<file path="src/rtl/msg_schedule_if.sv">
// Block-in / schedule-out bundle shared by the feeder, msg_schedule and the compression stage.
interface msg_schedule_if #(parameter int DATA_WIDTH = 32);
    logic [DATA_WIDTH-1:0] data_in;
    logic                  data_in_valid;
    logic                  data_in_ready;
    logic [DATA_WIDTH-1:0] w_out;
    logic                  w_valid;
    logic [6:0]            w_round;
    logic                  sched_done;

    modport master (
        output data_in, data_in_valid,
        input  data_in_ready, w_out, w_valid, w_round, sched_done
    );
    modport slave (
        input  data_in, data_in_valid,
        output data_in_ready, w_out, w_valid, w_round, sched_done
    );
endinterface

</file>
<file path="src/rtl/msg_schedule.sv">
// SHA-256 message schedule: loads 16 words, then streams W0..W63 one per cycle
// from a 16-word sliding window.
module msg_schedule #(
    parameter int DATA_WIDTH = 32
) (
    input  logic          clk,
    input  logic          rst,
    msg_schedule_if.slave bus
);
    typedef enum logic [1:0] {S_IDLE, S_LOAD, S_EXPAND, S_DONE} state_t;

    state_t                      r_state;
    logic [15:0][DATA_WIDTH-1:0] r_win;
    logic [3:0]                  r_load_cnt;
    logic [5:0]                  r_round_cnt;
    logic [DATA_WIDTH-1:0]       r_w_out;
    logic                        r_w_valid;
    logic [6:0]                  r_w_round;
    logic                        r_done;

    logic                        w_ready;
    logic                        w_xfer;
    logic [DATA_WIDTH-1:0]       w_next;

    function automatic logic [DATA_WIDTH-1:0] f_sig0(input logic [DATA_WIDTH-1:0] x);
        return {x[6:0], x[31:7]} ^ {x[17:0], x[31:18]} ^ (x >> 3);
    endfunction

    function automatic logic [DATA_WIDTH-1:0] f_sig1(input logic [DATA_WIDTH-1:0] x);
        return {x[16:0], x[31:17]} ^ {x[18:0], x[31:19]} ^ (x >> 10);
    endfunction

    // Ready is gated by rst so nothing can be accepted while reset is held.
    assign w_ready = !rst && (r_state == S_IDLE || r_state == S_LOAD);
    assign w_xfer  = w_ready && bus.data_in_valid;
    // win[0] is W(t); the new entry becomes W(t+16).
    assign w_next  = f_sig1(r_win[14]) + r_win[9] + f_sig0(r_win[1]) + r_win[0];

    always_ff @(posedge clk) begin
        if (rst) begin
            r_state     <= S_IDLE;
            r_win       <= '0;
            r_load_cnt  <= '0;
            r_round_cnt <= '0;
            r_w_out     <= '0;
            r_w_valid   <= 1'b0;
            r_w_round   <= '0;
            r_done      <= 1'b0;
        end else begin
            r_done <= 1'b0;
            case (r_state)
                S_IDLE: begin
                    if (w_xfer) begin
                        r_win      <= {bus.data_in, r_win[15:1]};
                        r_load_cnt <= 4'd1;
                        r_state    <= S_LOAD;
                    end
                end
                S_LOAD: begin
                    if (w_xfer) begin
                        r_win      <= {bus.data_in, r_win[15:1]};
                        r_load_cnt <= r_load_cnt + 4'd1;
                        // Outputs are registered, so present the post-shift oldest word (win[1]).
                        if (r_load_cnt == 4'd15) begin
                            r_state     <= S_EXPAND;
                            r_round_cnt <= '0;
                            r_w_valid   <= 1'b1;
                            r_w_out     <= r_win[1];
                            r_w_round   <= '0;
                        end
                    end
                end
                S_EXPAND: begin
                    r_win       <= {w_next, r_win[15:1]};
                    r_round_cnt <= r_round_cnt + 6'd1;
                    if (r_round_cnt == 6'd63) begin
                        r_state   <= S_DONE;
                        r_w_valid <= 1'b0;
                        r_w_out   <= '0;
                        r_w_round <= '0;
                        r_done    <= 1'b1;
                    end else begin
                        r_w_out   <= r_win[1];
                        r_w_round <= {1'b0, r_round_cnt} + 7'd1;
                    end
                end
                S_DONE:  r_state <= S_IDLE;
                default: r_state <= S_IDLE;
            endcase
        end
    end

    assign bus.data_in_ready = w_ready;
    assign bus.w_out         = r_w_out;
    assign bus.w_valid       = r_w_valid;
    assign bus.w_round       = r_w_round;
    assign bus.sched_done    = r_done;
endmodule

</file>
<file path="src/flat_wrapper.sv">
// flat-port wrapper written by rule: the top's interface ports become plain ports
module msg_schedule_flat 
#(
    parameter int DATA_WIDTH = 32
)
  (clk, rst, bus_data_in, bus_data_in_valid, bus_data_in_ready, bus_w_out, bus_w_valid, bus_w_round, bus_sched_done);
  msg_schedule_if #(.DATA_WIDTH(DATA_WIDTH)) bus_i ();
  input  logic clk;
  input  logic rst;
  input wire logic [$bits(bus_i.data_in)-1:0] bus_data_in;
  input wire logic [$bits(bus_i.data_in_valid)-1:0] bus_data_in_valid;
  output wire logic [$bits(bus_i.data_in_ready)-1:0] bus_data_in_ready;
  output wire logic [$bits(bus_i.w_out)-1:0] bus_w_out;
  output wire logic [$bits(bus_i.w_valid)-1:0] bus_w_valid;
  output wire logic [$bits(bus_i.w_round)-1:0] bus_w_round;
  output wire logic [$bits(bus_i.sched_done)-1:0] bus_sched_done;
  assign bus_i.data_in = bus_data_in;
  assign bus_i.data_in_valid = bus_data_in_valid;
  assign bus_data_in_ready = bus_i.data_in_ready;
  assign bus_w_out = bus_i.w_out;
  assign bus_w_valid = bus_i.w_valid;
  assign bus_w_round = bus_i.w_round;
  assign bus_sched_done = bus_i.sched_done;
  msg_schedule #(.DATA_WIDTH(DATA_WIDTH)) u_core (.clk(clk), .rst(rst), .bus(bus_i));
endmodule
</file>
<file path="config.mk">
export PLATFORM = sky130hd
export DESIGN_NAME = msg_schedule_flat
export DESIGN_NICKNAME = d
export VERILOG_FILES = /design/src/rtl/msg_schedule_if.sv /design/src/rtl/msg_schedule.sv /design/src/flat_wrapper.sv
export SDC_FILE = /design/constraint.sdc
export NUM_CORES = 1
export LEC_CHECK = 0
export CAP_MARGIN = 10
export CORE_MARGIN = 5
export CORE_UTILIZATION = 29
export DETAILED_ROUTE_END_ITERATION = 8
export GPL_ROUTABILITY_DRIVEN = 0
export RECOVER_POWER = 50
export SLEW_MARGIN = 20
export SYNTH_ARGS = -nofsm -noshare
export SYNTH_HDL_FRONTEND = slang
export SYNTH_SLANG_ARGS = --single-unit
</file>
<file path="constraint.sdc">
create_clock -name clk -period 5.4 [get_ports clk]
set_input_delay 0.81 -clock clk [delete_from_list [all_inputs] [get_ports clk]]
set_output_delay 0.81 -clock clk [all_outputs]
set_load 0.01 [all_outputs]
</file>
# Word level (Yosys, flattened, before mapping)
# Cells that the tools add are included.
[totals]
reg_bits = 565
input_bits = 35
[op_classes]
addsub = 6
n_eq_ne = 10
mux = 26
bitwise = 5
reduce_logical = 15
[op_table]
columns = ["operator", "count"]
rows = [
  ["case mux 512 bit (2 select lines)", 1],
  ["2-to-1 mux 512 bit", 1],
  ["adder 32 bit", 3],
  ["2-to-1 mux 32 bit", 3],
  ["case mux 32 bit (2 select lines)", 1],
  ["XOR 32 bit", 2],
  ["XOR 32 x 22 -> 32 bit", 1],
  ["XOR 32 x 29 -> 32 bit", 1],
  ["2-to-1 mux 7 bit", 3],
  ["case mux 7 bit (2 select lines)", 1],
  ["2-to-1 mux 6 bit", 2],
  ["case mux 6 bit (2 select lines)", 1],
  ["2-to-1 mux 2 bit", 4],
  ["2-to-1 mux 4 bit", 2],
  ["!= test 2 x 1 -> 1 bit, second input constant", 4],
  ["case mux 2 bit (4 select lines)", 1],
  ["case mux 4 bit (2 select lines)", 1],
  ["AND reduction 4 bit", 2],
  ["adder 6 x 1 -> 7 bit, second input constant", 1],
  ["adder 6 x 1 -> 6 bit, second input constant", 1],
  ["== test 6 bit, second input constant", 1],
  ["AND reduction 3 bit", 2],
  ["nonzero test 2 bit", 3],
  ["adder 4 x 1 -> 4 bit, second input constant", 1],
  ["other kinds (13)", 19],
]

# Longest topological paths before layout
[logic_depth]
word_depth = 6
mapped_depth = 17
ltp_nobuf = 16

# Worst setup path before layout
# No wires, ideal clock.
[synth_path]
kind = "flip-flop to flip-flop"
from = "register u_core.r_win[468] in the netlist's numbering"
to = "register u_core.r_win[511] in the netlist's numbering"
setup_time_ns = 0.127
t_arrival_ns = 3.736
required_time_ns = 5.273
path_slack_ns = 1.537
path_stages_with_launch = 18
path_buffers = 1
path_cell_list = "dfxtp_1 clkbuf_1 xnor2_1 xnor2_1 fa_1 inv_1 fa_1 inv_1 ha_1 inv_1 fa_1 and2b_1 o2111ai_1 a21oi_2 o31ai_2 o211ai_2 and3_1 or3b_1"
[synth_between]
elab_chain_cells = 6
[synth_rtl]
columns = ["item", "line_no", "source"]
rows = [
  ["from (decl)", "msg_schedule.sv:13", "logic [15:0][DATA_WIDTH-1:0] r_win;"],
  ["from (signal assigned)", "msg_schedule.sv:54", "r_win <= {bus.data_in, r_win[15:1]};"],
  ["from (signal assigned)", "msg_schedule.sv:61", "r_win <= {bus.data_in, r_win[15:1]};"],
  ["from (signal assigned)", "msg_schedule.sv:74", "r_win <= {w_next, r_win[15:1]};"],
  ["XOR 32 bit", "msg_schedule.sv:30", "return {x[16:0], x[31:17]} ^ {x[18:0], x[31:19]} ^ (x >> 10);"],
  ["XOR 32 x 22 -> 32 bit (*)", "msg_schedule.sv:30", ""],
  ["adder 32 bit (*) (3 in series)", "msg_schedule.sv:37", "assign w_next = f_sig1(r_win[14]) + r_win[9] + f_sig0(r_win[1]) + r_win[0];"],
  ["case mux 512 bit (2 select lines) (*)", "msg_schedule.sv:51", "case (r_state)"],
]
# Every way passes the cells marked *; elsewhere a longest branch is shown, timed or not.
# A chain may end at the register's enable or synchronous reset.

# Worst setup path after layout
[layout_path]
from = "register u_core.r_state[0]"
to = "register u_core.r_win[113] in the netlist's numbering"
[layout_between]
elab_chain_cells = 6
word_cells_on_any_way = 11
classes_between = "3 x eq/ne; 1 x mux; 7 x reduce/logical"
[layout_rtl]
columns = ["item", "line_no", "source"]
rows = [
  ["from (decl)", "msg_schedule.sv:12", "state_t r_state;"],
  ["from (signal assigned)", "msg_schedule.sv:41", "r_state <= S_IDLE;"],
  ["from (signal assigned)", "msg_schedule.sv:56", "r_state <= S_LOAD;"],
  ["from (signal assigned)", "msg_schedule.sv:65", "r_state <= S_EXPAND;"],
  ["== test 2 x 1 -> 1 bit or zero test 2 bit (tied branches)", "msg_schedule.sv:34, msg_schedule.sv:51", ""],
  ["logical OR 1 bit", "msg_schedule.sv:34", "assign w_ready = !rst && (r_state == S_IDLE || r_state == S_LOAD);"],
  ["logical AND 1 bit", "msg_schedule.sv:34", ""],
  ["logical AND 1 bit", "msg_schedule.sv:35", "assign w_xfer = w_ready && bus.data_in_valid;"],
  ["!= test 2 x 1 -> 1 bit (no source line)", "-", ""],
  ["AND reduction 2 bit (no source line)", "-", ""],
]
# Several ways; a longest one is shown, not always the timed one.

==> impl_metrics.yaml <==
final_layout:
  utilization: 0.331
  num-nets-final: 3136
  synthToLayoutAreaGrowth_pct: 13.5
  fillers: 8797
  n_antenna_cell: 0
  drive_gt1_frac: 0.0417
  fin_area_mm2: 0.0277
floorplan:
  die_w_um: 300
  io_pins: 77
  core_area_mm2: 0.0836
  die_h_um: 300
  row_count: 106
  start_util: 0.292
  design.die.area_mm2: 0.0901
pwr:
  power.switching_mw: 2.82
  p_sw_frac: 0.288
  internal_power_mw: 6.96
  p_leak_nw: 9.47
  powerDensity_mw_per_mm2: 353
  ir_drop_v: 0.000338
  p_clk_frac: 0.420
  seq_power_share: 0.441
  report.power.total_mw: 9.77
  p_comb_frac: 0.140
placed_design:
  port_buffers: 76
  hpwl_mm: 43.5
  dpl_cell_area_mm2: 0.0258
synth:
  avgSynthCellArea_um2: 7.86
  synth_top_cell_by_area: "dfxtp_1"
  synth_edf_count: 0
  yosysUniqueCellTypes: 60
  synthArstFlopShare: 0
  synthFlopType: "dfxtp_1"
  synth_top_area_frac: 0.463
  synth_area_mm2: 0.0244
  synth_seq_area_share: 0.463
  synth.yosys.warnings: 0
  syn_nets: 3237
  synth_seq_cells: 565
  synth_cells: 3104
  synth_area_leaders: "dfxtp_1 46%, nand2_1 16%, a21oi_1 12%, fa_1 5.1%, xnor2_1 4.6%"
global_route:
  antenna_found_initial: 0
  grt_max_degree: 227
  grt-ovfl-total: 0
  grt_usage: 0.137
  grt_pass1_wl_mm: 100
  grt_pass1_vias: 17700
clock_tree:
  h-tree-depth: 2
  clk_latency_ns: 0.63
  cts_resized: 0
  numCtsBuffers: 56
  clock-sinks: 565
  cts_tree: "done"
  cts_hold_buf: 0
  cts-root-buf: "clkbuf_16"
  clk_path_buf_depth: 3
  postCtsSetupBuffers: 0
  clk_pin_slew_worst_paths_ns: 0.07
sta:
  skew_ns: 0.0378
  hold_violations: 0
  slew_violations: 149
  worstMarginPinSlew_ns: 2.99
  rsz0062_at_grt: "false"
  relSlewSlack: -0.996
  setup_viol_count_final: 0
  min_period_ns: 4.50
  fin_setup_tns_ns: 0
  clock.fmax_mhz: 222
  period_share: 0.834
worst_setup_path:
  cp_top_family: "buffers and inverters"
  crit_type: "flip-flop to flip-flop"
  worstSetupEndpointType: "flip-flop"
  cp_slowest_cell: "clkbuf_1"
  worst-endpoint-required_ns: 5.84
  start_kind: "flip-flop"
  worstPathCellList: "inv_1, ha_1, clkbuf_1, a21oi_4, buf_12, nand2_1, a21oi_1"
  cpPeakStageDelay_ns: 2.13
  cp.arrival_ns: 4.94
  path_buf_inv: 3
  crit_fanout: 226
route:
  wirelength_mm: 64.9
  drt-pass1-iter-count: 6
  drc: 0
  drtIter0Drc: 1742
  viasPerCell: 4.70
  vias: 19400
  wl_per_cell_um: 15.7
  final_antenna_net_count: 0
status:
  status: "finished with violations"
  violations: "max-capacitance violations, max-slew violations"
run:
  cap_violations: 2
min_path:
  hold_class: "flip-flop to flip-flop"
==> path summary, 6_finish.rpt <==
kind                            slack [ns]  cells after the start                 to               from
worst min register to register        0.44                      2  u_core.r_win[323]  u_core.r_win[355]
worst max register to register        0.90                      7  u_core.r_win[113]  u_core.r_state[0]
worst min-delay path                  0.44                      2  u_core.r_win[323]  u_core.r_win[355]
worst max-delay path                  0.90                      7  u_core.r_win[113]  u_core.r_state[0]
==> sequential cells by signal (all words and copies together), names as in the netlist <==
name	count
u_core.r_win	512
u_core.bus.w_round	7
u_core.bus.sched_done	1
u_core.bus.w_valid	1
u_core.r_load_cnt	4
u_core.r_state	2
u_core.bus.w_out	32
u_core.r_round_cnt	6
==> cell usage after synthesis, drive strengths merged, types with 4 or more instances <==
cell type	instances
clkbuf	221
o22ai	5
nor3	11
xnor2	129
o21a	9
xor2	17
o21ai	24
nand4	8
mux2i	14
buf	35
nor2b	7
o211ai	7
a31oi	8
and3	5
nand2b	4
nand3	46
inv	146
nor3b	11
a21o	16
ha	36
a221oi	6
nand2	1036
a211oi	12
nor2	52
a21oi	566
dfxtp	565
fa	62
==> kinds of logic (layout without fill, tap and decap cells) <==
kind of cell,after synthesis,in the layout,share of synthesized area
simple gates,1196,1196,0.193
compound gates,679,679,0.151
flops,565,565,0.463
buf+inv,403,343,0.0636
xor+xnor,146,146,0.0524
fa+ha+maj,98,98,0.0693
mux,17,17,0.00713
==> power by group through the flow <==
stage               combinational, mW  sequential [mW]  clock, mW
floorplan                        1.05             4.36          0
global placement                 1.39             4.39          0
detailed placement               1.38             4.40          0
CTS                              1.38             4.30       4.21
global route                     1.51             4.31       4.37
finish                           1.37             4.31       4.10
==> cell type report <==
class	instances	area, um2	share of cell area
multi-input combinational	2136	11600	0.418
clock inverter	21	299	0.0108
sequential	565	11300	0.408
timing repair buffer	97	953	0.0344
tap	1080	1350	0.0488
clock buffer	78	1650	0.0594
inverter	147	552	0.0199
==> tightest hold or removal path: stages (launching register included) <==
cell     delay [ns]
dfxtp_1        0.31
nand2_1        0.05
a21oi_1        0.05
==> per-layer routing <==
layer  vias to the layer above  routed length (um)  GRT usage
met5                         -                   0          0
met4                         0                2330     0.0478
met3                       122                2730     0.0183
met2                       384               31500      0.234
met1                      9126               28300      0.179
li1                       9750                   -          -
==> stage by stage <==
step / std cells / worst slack, ns / hold WS (ns)
after global routing: 4124 / 0.595 / 0.459
after CTS: 4124 / 1.18 / 0.439
after detailed placement: 4025 / 1.19 / 0.443
after global placement: 4025 / 1.26 / 0.438
final: 4124 / 0.897 / 0.443
after floorplan: 3104 / 1.54 / 0.432
==> layout by cell type, fill, tap and decap left out, drive strengths merged, types with 4 or more instances in the layout <==
| cell | count |
|---|---|
| o22ai | 5 |
| buf | 18 |
| a211oi | 12 |
| nor3b | 11 |
| ha | 36 |
| nor2 | 52 |
| fa | 62 |
| nand4 | 8 |
| o21a | 9 |
| a31oi | 8 |
| o211ai | 7 |
| nand3 | 46 |
| a21o | 16 |
| mux2i | 14 |
| dlygate4sd3 | 42 |
| clkdlybuf4s50 | 33 |
| bufinv | 6 |
| nand2 | 1036 |
| and3 | 5 |
| nor2b | 7 |
| clkinvlp | 6 |
| inv | 148 |
| a221oi | 6 |
| nor3 | 11 |
| a21oi | 566 |
| dfxtp | 565 |
| clkbuf | 82 |
| nand2b | 4 |
| xnor2 | 129 |
| o21ai | 24 |
| xor2 | 17 |
| clkinv | 8 |
Note: power is estimated with default switching activity, not from simulation.
